### src/rtl/sim_uart_pkg.sv
// Shared types and constants for the simulation UART input responder.
package sim_uart_pkg;

    typedef logic [7:0]  uart_ch_t;
    typedef logic [31:0] uart_cnt_t;

    localparam uart_ch_t UART_IDLE_CH = 8'hFF;

endpackage

### src/rtl/sim_uart_fifo.sv
// Byte FIFO with explicit occupancy tracking and naturally wrapping pointers.
module sim_uart_fifo
    import sim_uart_pkg::*;
#(
    parameter  int DEPTH = 16,
    localparam int AW    = $clog2(DEPTH),
    localparam int LW    = AW + 1
) (
    input  logic          clock,
    input  logic          reset,
    input  logic          push,
    input  uart_ch_t      push_ch,
    input  logic          pop,
    output uart_ch_t      head,
    output logic          full,
    output logic          empty,
    output logic [LW-1:0] level
);

    uart_ch_t      mem [DEPTH];
    logic [AW-1:0] wptr;
    logic [AW-1:0] rptr;

    // Contents are not cleared by reset; the pointers alone define validity.
    always_ff @(posedge clock) begin
        if (push) begin
            mem[wptr] <= push_ch;
        end
    end

    always_ff @(posedge clock) begin
        if (reset) begin
            wptr  <= '0;
            rptr  <= '0;
            level <= '0;
        end else begin
            if (push) begin
                wptr <= wptr + AW'(1);
            end
            if (pop) begin
                rptr <= rptr + AW'(1);
            end
            case ({push, pop})
                2'b10:   level <= level + LW'(1);
                2'b01:   level <= level - LW'(1);
                default: level <= level;
            endcase
        end
    end

    assign head  = mem[rptr];
    assign full  = (level == LW'(DEPTH));
    assign empty = (level == '0);

endmodule

### src/rtl/sim_uart_in_responder.sv
// Answers SimTop's UART read strobes from a host-fed FIFO, with optional pacing.
module sim_uart_in_responder
    import sim_uart_pkg::*;
#(
    parameter  int       DEPTH    = 16,
    parameter  int       GAP      = 0,
    parameter  uart_ch_t EMPTY_CH = UART_IDLE_CH,
    localparam int       LW       = $clog2(DEPTH) + 1
) (
    input  logic          clock,
    input  logic          reset,
    input  logic          push_valid,
    output logic          push_ready,
    input  uart_ch_t      push_ch,
    input  logic          io_uart_in_valid,
    output uart_ch_t      io_uart_in_ch,
    output uart_cnt_t     rx_count,
    output uart_cnt_t     underflow_count,
    output logic [LW-1:0] level
);

    localparam int GW = (GAP > 0) ? $clog2(GAP + 1) : 1;

    logic [GW-1:0] gap_cnt;
    logic          full;
    logic          empty;
    logic          deliverable;
    logic          push;
    logic          pop;
    logic          underflow;
    uart_ch_t      head;

    sim_uart_fifo #(
        .DEPTH (DEPTH)
    ) u_fifo (
        .clock   (clock),
        .reset   (reset),
        .push    (push),
        .push_ch (push_ch),
        .pop     (pop),
        .head    (head),
        .full    (full),
        .empty   (empty),
        .level   (level)
    );

    // The answer never looks at the strobe, so SimTop sees no comb loop.
    assign deliverable   = !empty && (gap_cnt == '0);
    assign push_ready    = !full;
    assign push          = push_valid && push_ready;
    assign pop           = io_uart_in_valid && deliverable;
    assign underflow     = io_uart_in_valid && !deliverable;
    assign io_uart_in_ch = deliverable ? head : EMPTY_CH;

    always_ff @(posedge clock) begin
        if (reset) begin
            gap_cnt         <= '0;
            rx_count        <= '0;
            underflow_count <= '0;
        end else begin
            if (pop) begin
                gap_cnt  <= GW'(GAP);
                rx_count <= rx_count + 32'd1;
            end else if (gap_cnt != '0) begin
                gap_cnt <= gap_cnt - GW'(1);
            end
            if (underflow) begin
                underflow_count <= underflow_count + 32'd1;
            end
        end
    end

endmodule

### config.mk
export PLATFORM = sky130hd
export DESIGN_NAME = sim_uart_in_responder
export DESIGN_NICKNAME = d
export VERILOG_FILES = /design/src/rtl/sim_uart_pkg.sv /design/src/rtl/sim_uart_fifo.sv /design/src/rtl/sim_uart_in_responder.sv
export SDC_FILE = /design/constraint.sdc
export NUM_CORES = 1
export LEC_CHECK = 0
export ABC_AREA = 1
export BUFFER_PORTS_ARGS = -buffer_cell sky130_fd_sc_hd__buf_2
export CAP_MARGIN = 5
export CELL_PAD_IN_SITES_DETAIL_PLACEMENT = 1
export CELL_PAD_IN_SITES_GLOBAL_PLACEMENT = 2
export CORE_ASPECT_RATIO = 0.75
export CORE_UTILIZATION = 37
export DETAILED_ROUTE_END_ITERATION = 6
export PLACE_DENSITY_LB_ADDON = 0.1
export SYNTH_ARGS = -nofsm -noshare
export SYNTH_HDL_FRONTEND = slang
export SYNTH_HIERARCHICAL = 1
export SYNTH_SLANG_ARGS = --single-unit
### constraint.sdc
create_clock -name clock -period 2.5 [get_ports clock]
set_input_delay 0.5 -clock clock [delete_from_list [all_inputs] [get_ports clock]]
set_output_delay 0.5 -clock clock [all_outputs]
set_load 0.01 [all_outputs]
==> metrics, run 1 <==
layout cells sized above 1 0.1901; Post-Synth Adder-Cell Area 0.01405; Internal Power 6.225 mW; Main synth FF type edfxtp_1; crit path kind flip-flop to primary output; Post-Synth XOR/XNOR Area 0.004472; Synth area leaders edfxtp_1, dfxtp_1, nand2_1, inv_1, nor2_1; clk root buf clkbuf_16; post-synthesis mux area share 0; design area ~12000 um^2; final hold violations 0; first-pass iteration count of the detailed router 4; core area ~26000 um^2; Starting Density 0.3771; share of the yosys chip area belonging to registers 0.5601; Post-Syn Area 9793 um^2; Reg power frac 0.449; startpoint types flip-flop; initial antenna violation count 0; IO Pins 90; gp weighted congestion 0.7485; Synth Area per Inst slightly below 9 um^2; combinational power share 0.169; met3 Use GR 0.02925; Synth Area in Simple Gates 0.2369; Hold Path Class primary input to flip-flop; worst relative slew slack 0.6234; first-pass GRT wire length about 44000 um; pre-CTS setup slack about 0.13 ns; Mapped Cells roughly 1100; Synth cell types 37; Compound-Gate Fraction of Synth Area 0.1007; hpwl dp 18930 um; WP data required around 2.0 ns; LEAKAGE approximately 4.8 nW; Sw Ratio 0.2740; vias per cell slightly below 5; Most Used Layer, Global Route met2; final setup fails 8; final setup margin -0.1178 ns; CTS Buffer Depth 3; row count just over 50; die height ~140 um; vias in the first global route ~8100; htree depth 1; antenna-violating nets left 0; ANT cells 0; All-Layer GR Usage 0.2078; routed len/inst between 15 and 20 um; number of flops mapped to enable cells by yosys 128; initial drt markers 433; share of Yosys cell area claimed by the top area cell type 0.3925; Final Power 8.574 mW; die area about 27000 um^2; PwrDens around 710 nW/um^2; failing checks negative setup slack; Yosys warnings 6; DRT Wirelength between 20000 and 30000 um; Slew Viols, Final 0; clk_lat worst skew ~0.52 ns; GR Overflow Total 0; min Tclk post-route between 2 and 3 ns; CTS buffer count 23; CTS tree built; Mapped Nets roughly 1200; Yosys reg bits 210; met1 Usage GRT 0.3048; Clock power frac 0.382; largest net degree at the start of global routing 65; Arrival @ worst endpoint about 2.1 ns; via count approximately 8000; P_sw around 2.3 mW; maximum net fanout on the critical path 7; Die W about 190 um; RSZ-0062 raised after global routing true; placed cell areas 10790 um^2; fill count roughly 3000; DR DRC count 0; Clock Sink Count 210; largest family of logic cells by synthesized area simple AND/OR/NAND/NOR gates; Max Freq about 380 MHz; GR Layer Usage met2 0.3248; Worst-Margin Slew ~0.56 ns; largest area contributor in the synthesized netlist edfxtp_1; Synth async-reset ratio 0; area delta synth->final 23.27%; IO Port Bufs around 90; outcome finished, violations left; Max VDD drop slightly below 0.6 mV; final design utilization 0.4648; CP endpoint kind primary output; Final #Nets approximately 1300; final worst-path cycle share 1.047; Clock Pin Slew Worst Setup and Hold Paths approximately 0.060 ns; skew final roughly 0.015 ns; maxcap violations 0
## flip-flops by register name, indices dropped and copies added (netlist names), named ones only
register / cells
u_fifo/wptr: 4
u_fifo/rptr: 4
underflow_count: 32
u_fifo/mem: 128
rx_count: 32
u_fifo/level: 5
gap_cnt: 1
## per-stage QoR
| stage | cells | TNS (ns) | hold slack [ns] |
|---|---|---|---|
| floorplan | 1127 | 0 | 0.4500 |
| global placement | 1560 | 0 | 0.4790 |
| detailed placement | 1560 | 0 | 0.4799 |
| CTS | 1609 | -0.9777 | 0.2598 |
| global route | 1622 | -1.122 | 0.3102 |
| finish | 1622 | -0.5246 | 0.2718 |
## worst paths after layout
kind	startpoint	end	slack (ns)	cells past startpoint
min	reset	rx_count[1]	0.27	4
min reg2reg	u_fifo/rptr[2]	flip-flop	0.49	2
max reg2reg	u_fifo/level[2]	u_fifo/level[2]	0.23	15
max	flip-flop	io_uart_in_ch[0]	-0.12	9
## worst max-delay path: stages (launching register included)
cell and delay (ns):
dfxtp_4 0.41, buf_12 0.16, clkbuf_16 0.16, nand2_1 0.06
o211ai_1 0.08, nand3_1 0.16, nand3_2 0.12, nand2_2 0.08
or2_4 0.25, buf_6 0.12
## cell usage after synthesis, drive strengths merged (9+ instances only)
cell type    n
dfxtp       82
edfxtp     128
nor3        11
nor2       170
nand2      215
ha          11
buf         24
clkbuf       9
a21oi       65
o21ai       61
inv        169
o211ai      32
nand4       16
nand3      104
## per-layer routing
metal,wire length [um],part of all wire
met5,0,0
met2,13120,0.44
met1,14840,0.50
met3,1075,0.036
met4,465,0.016
## final cells by class
class                   count  area (um^2)  area share
inverters                 169        634.4     0.05255
well taps                 344        430.4     0.03566
repair buffers            142         1192     0.09878
multi-input cells         715         3618      0.2998
clock buffers              31        615.6     0.05099
flip-flops and latches    210         5493      0.4550
clock inverters            11        87.58    0.007255
## cells by family (layout without fill, tap and decap cells)
kind of cell | after synthesis | count (layout)
AND/OR/NAND/NOR | 531 | 531
flip-flops | 210 | 210
buffers and inverters | 202 | 353
AO/OA/AOI/OAI | 167 | 167
adder cells (fa/ha/maj) | 11 | 11
XOR/XNOR | 5 | 5
other | 1 | 1
## power by group through the flow
stage	clock, mW	sequential [mW]	combinational [mW]
finish	3.28	3.85	1.45
global route	3.48	3.86	1.57
CTS	3.35	3.85	1.22
detailed placement	0	3.94	1.07
global placement	0	3.94	1.05
floorplan	0	3.92	0.668
## cells in the final DEF (no fill, tap or decap), types with 2 or more instances in the layout
cell / count
a21oi_1: 64
a31oi_1: 2
buf_12: 5
buf_16: 3
buf_2: 81
buf_4: 32
buf_6: 11
clkbuf_1: 7
clkbuf_16: 32
clkinv_2: 6
clkinvlp_4: 2
dfxtp_1: 78
dfxtp_2: 3
edfxtp_1: 128
ha_1: 10
inv_1: 167
inv_2: 2
nand2_1: 204
nand2_2: 10
nand3_1: 89
nand3_2: 15
nand3b_1: 2
nand4_1: 16
nor2_1: 158
nor2_2: 5
nor2_4: 5
nor2_8: 2
nor3_1: 11
nor3b_1: 2
o211ai_1: 22
o211ai_2: 10
o21a_1: 3
o21ai_0: 44
o21ai_1: 14
o21ai_2: 3
o21bai_1: 3
or2_4: 8
xor2_1: 5
## what timing repair did
action,4_1_cts,5_1_grt
resized for setup,24,45
endpoints found under the hold margin,0,0
pin swaps,19,39
endpoints found under the setup margin,8,10
hold buffers,0,0
gates cloned,1,11
setup buffers,6,2
Power figures use the tool's default switching activity.
==> run 2, diff against run 1 <==
--- a/config.mk
+++ b/config.mk
@@ -11,10 +11,9 @@
 export CELL_PAD_IN_SITES_DETAIL_PLACEMENT = 1
 export CELL_PAD_IN_SITES_GLOBAL_PLACEMENT = 2
 export CORE_ASPECT_RATIO = 0.75
-export CORE_UTILIZATION = 37
+export CORE_UTILIZATION = 38
 export DETAILED_ROUTE_END_ITERATION = 6
 export PLACE_DENSITY_LB_ADDON = 0.1
 export SYNTH_ARGS = -nofsm -noshare
 export SYNTH_HDL_FRONTEND = slang
-export SYNTH_HIERARCHICAL = 1
 export SYNTH_SLANG_ARGS = --single-unit
==> metrics, run 2 <==
outcome finished, violations left; failing checks negative setup slack; crit path kind flip-flop to primary output; met3 Use GR 0.03114 (+0.001898); Mapped Nets 1035 (-10%); Main synth FF type edfxtp_1; final hold violations 0 (unchanged); gp weighted congestion 0.7924 (+5.9%); CTS Hold Bufs 0 (unchanged); maximum net fanout on the critical path 13 (+6); core area 24900 um^2 (-4.1%); Max Freq 395.5 MHz (+3.5%); Starting Density 0.3861 (+0.009003); count leader, synth nand2_1; reg2reg end u_fifo.level[4]; routed len/inst 19.05 um (+4.8%); final worst-path cycle share 1.011 (-0.03582); die height 139.7 um (-2.2%); Worst-Margin Slew 0.6055 ns (+0.04060 ns); share of Yosys cell area claimed by the top area cell type 0.3998 (+0.007356); Most Used Layer, Global Route met1; final setup margin -0.02825 ns (+0.08954 ns); skew final 0.01161 ns (-0.003194 ns); PwrDens 794.9 nW/um^2 (+12%); antenna-violating nets left 0 (unchanged); RSZ-0062 raised after global routing true; most frequent cells in the layout nand2_1, nor2_1, edfxtp_1; placed cells 1431 (-8.3%); All-Layer GR Usage 0.2193 (+0.01151); Yosys reg bits 210 (unchanged); first-pass GRT wire length 44080 um (-0.42%); IO Port Bufs 89 (unchanged); Mapped Cells 1014 (-10%); Die W 185.7 um (-2.2%); Arrival @ worst endpoint 2.03 ns (-0.09 ns); via count 7613 (-5.1%); CTS Buffer Depth 3 (unchanged); biggest registers after layout u_fifo.mem: 128 flops, rx_count: 32 flops, underflow_count: 32 flops; DR DRC count 0 (unchanged); layout cells sized above 1 0.1782 (-0.01191); die area 25940 um^2 (-4.4%); met1 Usage GRT 0.3496 (+0.04480); max reg flops 128 (unchanged); vias in the first global route 7649 (-5.1%); Reg2Reg Depth 13 (-2); clk_lat worst skew 0.52 ns (about the same); ANT cells 0 (unchanged); RR Startpoint u_fifo.level[0]; CTS buffer count 23 (unchanged); initial antenna violation count 0 (unchanged); largest net degree at the start of global routing 65 (unchanged); min Tclk post-route 2.528 ns (-0.08954 ns); Final #Nets 1143 (-11%); first-pass iteration count of the detailed router 4 (unchanged); DRT Wirelength 28140 um (-4.6%); initial drt markers 536 (+24%); final design utilization 0.4631 (-0.001691); clk root buf clkbuf_16; WP data required 2.00 ns (about the same); commonest non-fill, non-tap cell in the layout nand2_1; Synth Area per Inst 9.480 um^2 (+9.1%); LEAKAGE 4.330 nW (-9.5%); Hold Path Class primary input to flip-flop; final setup fails 1 (-7); share of the yosys chip area belonging to registers 0.5706 (+0.01050); fin cells 1477 (-8.9%); Commonest cells post-synth nand2_1, nor2_1, edfxtp_1; Slew Viols, Final 0 (unchanged); row count 50 (-2.0%); Worst R2R Setup Slack 0.30 ns (+0.07 ns); htree depth 1 (unchanged); Most flops, register u_fifo.mem; IO Pins 90 (unchanged); Clock Pin Slew Worst Setup and Hold Paths 0.06 ns (about the same); GR Layer Usage met2 0.3113 (-0.01356); area delta synth->final 19.95%; largest area contributor in the synthesized netlist edfxtp_1; CP endpoint io_uart_in_ch[4]; Yosys warnings 0 (-6); CP endpoint kind primary output; Max VDD drop 0.5128 mV (-12%); maxcap violations 0 (unchanged); Hold WS 0.3744 ns (+0.1026 ns); design area 11530 um^2 (-4.5%); hpwl dp 19270 um (+1.8%); CTS tree built; Synth area leaders edfxtp_1, dfxtp_1, nand2_1, nor2_1, a21oi_1; startpoint types flip-flop; GR Overflow Total 0 (unchanged); setup_tns -0.02825 ns (+0.4964 ns); Synth cell types 41 (+11%); fill count 2865 (-6.7%); vias per cell 5.154 (+4.2%); worst relative slew slack 0.5964 (-0.02707); Clock Sink Count 210 (unchanged); Synth async-reset ratio 0 (unchanged); Post-Syn Area 9613 um^2 (-1.8%); number of flops mapped to enable cells by yosys 128 (unchanged); placed cell areas 10570 um^2 (-2.0%)
-- run 2: timing repair --
item | in CTS | in global routing
pin swaps | 2 | 5
hold endpoints to repair | 0 | 0
cloned | 3 | 1
buffers inserted | 1 | 0
gates resized for setup | 15 | 12
setup endpoints to repair | 7 | 8
-- run 2: routing by layer --
layer  up-vias  routed length, um
met4         0                359
met2       146              11690
met3        22               1159
met1      3737              14930
met5         -                  0
li1       3708                  -
-- run 2: kinds of logic after synthesis --
kind of cell | Yosys count | share of synthesized area
mux | 22 | 0.02291
xor+xnor | 34 | 0.03098
compound gates | 169 | 0.1058
other cells | 1 | 0.0003901
buf+inv | 117 | 0.04842
simple gates | 452 | 0.2092
fa+ha+maj | 9 | 0.01171
flops | 210 | 0.5706
-- run 2: critical path, cell delays in order (launching register included) --
cell      delay (ns)
dfxtp_4         0.44
buf_12          0.19
nor2_1          0.06
o32ai_1         0.32
o211ai_1        0.15
nand3_1         0.17
buf_2           0.17
-- run 2: through the flow --
step / power (mW) / setup WS (ns)
after floorplan: 4.955 / 0.1459
after global placement: 5.524 / 0.3975
after detailed placement: 5.545 / 0.3386
after CTS: 9.217 / -0.04880
after global routing: 9.543 / -0.09877
final: 9.166 / -0.02825
-- run 2: area by class of cell --
| type | count | area [um^2] | area share |
|---|---|---|---|
| sequential | 210 | 5490 | 0.4761 |
| clock inverter | 13 | 158.9 | 0.01378 |
| clock buffer | 29 | 630.6 | 0.05469 |
| timing repair buffer | 122 | 799.5 | 0.06934 |
| multi-input combinational | 687 | 3726 | 0.3231 |
| tap | 338 | 422.9 | 0.03668 |
| inverter | 78 | 302.8 | 0.02626 |
-- run 2: worst min-delay path by stage --
stage	startpoint	cells past startpoint	slack (ns)	end
after floorplan	u_fifo.rptr[2]	1	0.45	flip-flop
after global placement	u_fifo.rptr[2]	1	0.47	u_fifo.rptr[2]
after detailed placement	u_fifo.rptr[2]	1	0.49	u_fifo.rptr[2]
after CTS	push_ch[1]	1	0.36	u_fifo.mem[4][1]
after global routing	push_ch[3]	1	0.37	u_fifo.mem[8][3]
final	push_ch[1]	1	0.37	u_fifo.mem[4][1]
-- run 2: power breakdown --
| part | internal [mW] | switching [mW] | total, mW | leakage, nW |
|---|---|---|---|---|
| combinational | 0.575 | 1.11 | 1.68 | 2.13 |
| clock | 2.11 | 1.42 | 3.54 | 0.383 |
| sequential | 3.81 | 0.135 | 3.95 | 1.82 |
==> run 3, diff against run 2 <==
--- a/config.mk
+++ b/config.mk
@@ -5,13 +5,13 @@
 export SDC_FILE = /design/constraint.sdc
 export NUM_CORES = 1
 export LEC_CHECK = 0
-export ABC_AREA = 1
+export ABC_AREA = 0
 export BUFFER_PORTS_ARGS = -buffer_cell sky130_fd_sc_hd__buf_2
 export CAP_MARGIN = 5
 export CELL_PAD_IN_SITES_DETAIL_PLACEMENT = 1
 export CELL_PAD_IN_SITES_GLOBAL_PLACEMENT = 2
 export CORE_ASPECT_RATIO = 0.75
-export CORE_UTILIZATION = 38
+export CORE_UTILIZATION = 41
 export DETAILED_ROUTE_END_ITERATION = 6
 export PLACE_DENSITY_LB_ADDON = 0.1
 export SYNTH_ARGS = -nofsm -noshare
==> metrics, run 3 <==
vias per cell 5.392 (+4.6%); Buf/Inv on CP 3 (+1); RSZ-0062 raised after global routing true; Arrival @ worst endpoint 2.20 ns (+0.17 ns); antenna-violating nets left 0 (unchanged); routed len/inst 20.06 um (+5.3%); placed cell areas 9927 um^2 (-6.1%); gp weighted congestion 0.8297 (+4.7%); share of the yosys chip area belonging to registers 0.6159 (+0.04529); final setup margin -0.1978 ns (-0.1695 ns); Post-Syn Area 8906 um^2 (-7.4%); clk root buf clkbuf_16; first-pass iteration count of the detailed router 4 (unchanged); Synth area leaders edfxtp_1, dfxtp_1, mux4_2, nor2_1, xnor2_1; number of flops mapped to enable cells by yosys 128 (unchanged); WP data required 2.00 ns (about the same); CTS tree built; IO Port Bufs 89 (unchanged); hold depth 1 (unchanged); hpwl dp 14850 um (-23%); reg2reg end u_fifo.level[4]; core area 21240 um^2 (-15%); CTS Buffer Depth 3 (unchanged); row count 46 (-8.0%); Most flops, register u_fifo.mem; LEAKAGE 3.725 nW (-14%); die area 22320 um^2 (-14%); RR Startpoint u_fifo.level[0]; All-Layer GR Usage 0.2048 (-0.01448); Mapped Cells 683 (-33%); area delta synth->final 21.12%; Synth cell types 53 (+29%); CP endpoint kind primary output; failing checks negative setup slack; Synth async-reset ratio 0 (unchanged); Commonest cells post-synth edfxtp_1, dfxtp_1, nor2_1; layout cells sized above 1 0.2680 (+0.08974); initial antenna violation count 0 (unchanged); hold_sp push_ch[4]; Clock Pin Slew Worst Setup and Hold Paths 0.06 ns (about the same); final worst-path cycle share 1.079 (+0.06782); fill count 2185 (-24%); setup_tns -1.305 ns (-1.277 ns); largest area contributor in the synthesized netlist edfxtp_1; Final #Nets 826 (-28%); startpoint types flip-flop; maximum net fanout on the critical path 5 (-8); Hold Path End u_fifo.mem[9][4]; Max Freq 370.7 MHz (-6.3%); Max VDD drop 0.3535 mV (-31%); pre-CTS setup slack 0.07113 ns (-0.2675 ns); Synth Area per Inst 13.04 um^2 (+38%); DRT Wirelength 22250 um (-21%); final setup fails 8 (+7); commonest non-fill, non-tap cell in the layout edfxtp_1; Clock Sink Count 210 (unchanged); design area 10790 um^2 (-6.5%); min Tclk post-route 2.698 ns (+0.1695 ns); count leader, synth edfxtp_1; Yosys warnings 0 (unchanged); Worst-Margin Slew 0.6700 ns (+0.06459 ns); share of Yosys cell area claimed by the top area cell type 0.4316 (+0.03174); Die W 172.2 um (-7.3%); biggest registers after layout u_fifo.mem: 128 flops, rx_count: 32 flops, underflow_count: 32 flops; Yosys reg bits 210 (unchanged); die height 129.6 um (-7.2%); largest stage delay on the critical path 0.50 ns (+0.06 ns); CP max stage cell mux4_2; Reg2Reg Depth 10 (-3); first-pass GRT wire length 34610 um (-21%); outcome finished, violations left; DR DRC count 0 (unchanged); crit path kind flip-flop to primary output; final hold violations 0 (unchanged); largest net degree at the start of global routing 45 (-31%); skew final 0.01161 ns (+0.000006800 ns); maxcap violations 0 (unchanged); CTS buffer count 22 (-4.3%); Cell Chain, Critical Path buf_12 > buf_16 > mux4_2 > mux2i_2 > o211ai_1 > buf_2; Mapped Nets 704 (-32%); delay-heaviest family, CP multiplexers; IO Pins 90 (unchanged); worst relative slew slack 0.5527 (-0.04367); Slew Viols, Final 0 (unchanged); Worst R2R Setup Slack 0.12 ns (-0.18 ns); clk_lat worst skew 0.50 ns (-0.02 ns); GR Overflow Total 0 (unchanged); Starting Density 0.4193 (+0.03327); final design utilization 0.5079 (+0.04478); via count 5980 (-21%); Hold WS 0.4095 ns (+0.03510 ns); vias in the first global route 6103 (-20%); most frequent cells in the layout edfxtp_1, buf_2, nor2_1, dfxtp_1, buf_4; Hold Path Class primary input to flip-flop; max reg flops 128 (unchanged); Main synth FF type edfxtp_1; htree depth 1 (unchanged); PwrDens 782.5 nW/um^2 (-1.6%); initial drt markers 370 (-31%); ANT cells 0 (unchanged)
[run 3: cell families (layout without fill, tap and decap cells)]
family	Yosys count	count (layout)	synth area share
buf+inv	48	186	0.02262
simple gates	246	246	0.1457
compound gates	65	65	0.04917
flops	210	210	0.6159
fa+ha+maj	9	9	0.01264
other cells	1	1	0.0004211
xor+xnor	60	60	0.05901
mux	44	44	0.09455
[run 3: worst reg2reg max path: cells and delay by family (launching register included)]
kind                     cells  cell delay (ns)
AO/OA/AOI/OAI                3             0.36
XOR/XNOR                     1             0.20
adder cells (fa/ha/maj)      2             0.44
buffers and inverters        2             0.32
flip-flops                   1             0.33
multiplexers                 1             0.35
AND/OR/NAND/NOR              1             0.26
[run 3: report_power, final]
| part | switching, mW | leakage, nW | internal [mW] |
|---|---|---|---|
| sequential | 0.0972 | 1.82 | 3.76 |
| clock | 1.31 | 0.336 | 1.84 |
| combinational | 0.754 | 1.57 | 0.677 |
[run 3: worst max-delay path by stage]
stage	start	endpoint	depth (start not counted)	slack, ns
after floorplan	u_fifo.level[2]	u_fifo.level[4]	11	-0.04
after global placement	u_fifo.level[0]	u_fifo.level[4]	10	0.23
after detailed placement	io_uart_in_valid	u_fifo.level[4]	9	0.07
after CTS	flip-flop	io_uart_in_ch[1]	7	-0.22
after global routing	flip-flop	io_uart_in_ch[3]	6	-0.28
final	flip-flop	io_uart_in_ch[5]	6	-0.20
[run 3: per-layer routing]
layer | up-vias | part of all wire | track usage
li1 | 2807 | - | -
met1 | 3050 | 0.50 | 0.2963
met2 | 97 | 0.46 | 0.3297
met3 | 26 | 0.026 | 0.02688
met4 | 0 | 0.015 | 0.04477
met5 | - | 0 | 0
[run 3: timing repair]
item | 4_1_cts | 5_1_grt
cloned | 3 | 0
endpoints found under the hold margin | 0 | 0
setup buffers | 2 | 0
hold buffers | 0 | 0
gates resized for setup | 14 | 3
pin swaps | 4 | 3
endpoints found under the setup margin | 8 | 10
[run 3: cell type report]
type / instances / area [um^2] / area share
Sequential cell: 210 / 5490 / 0.5090
Timing Repair Buffer: 134 / 898.4 / 0.08329
Inverter: 12 / 45.04 / 0.004176
Tap cell: 288 / 360.3 / 0.03341
Clock buffer: 30 / 621.8 / 0.05765
Multi-Input combinational cell: 425 / 3294 / 0.3054
Clock inverter: 10 / 76.32 / 0.007076
[run 3: metrics by stage]
step / instances / total power [mW]
finish: 1109 / 8.441
floorplan: 683 / 4.719
global placement: 1065 / 5.161
detailed placement: 1065 / 5.213
global route: 1109 / 8.779
CTS: 1110 / 8.564
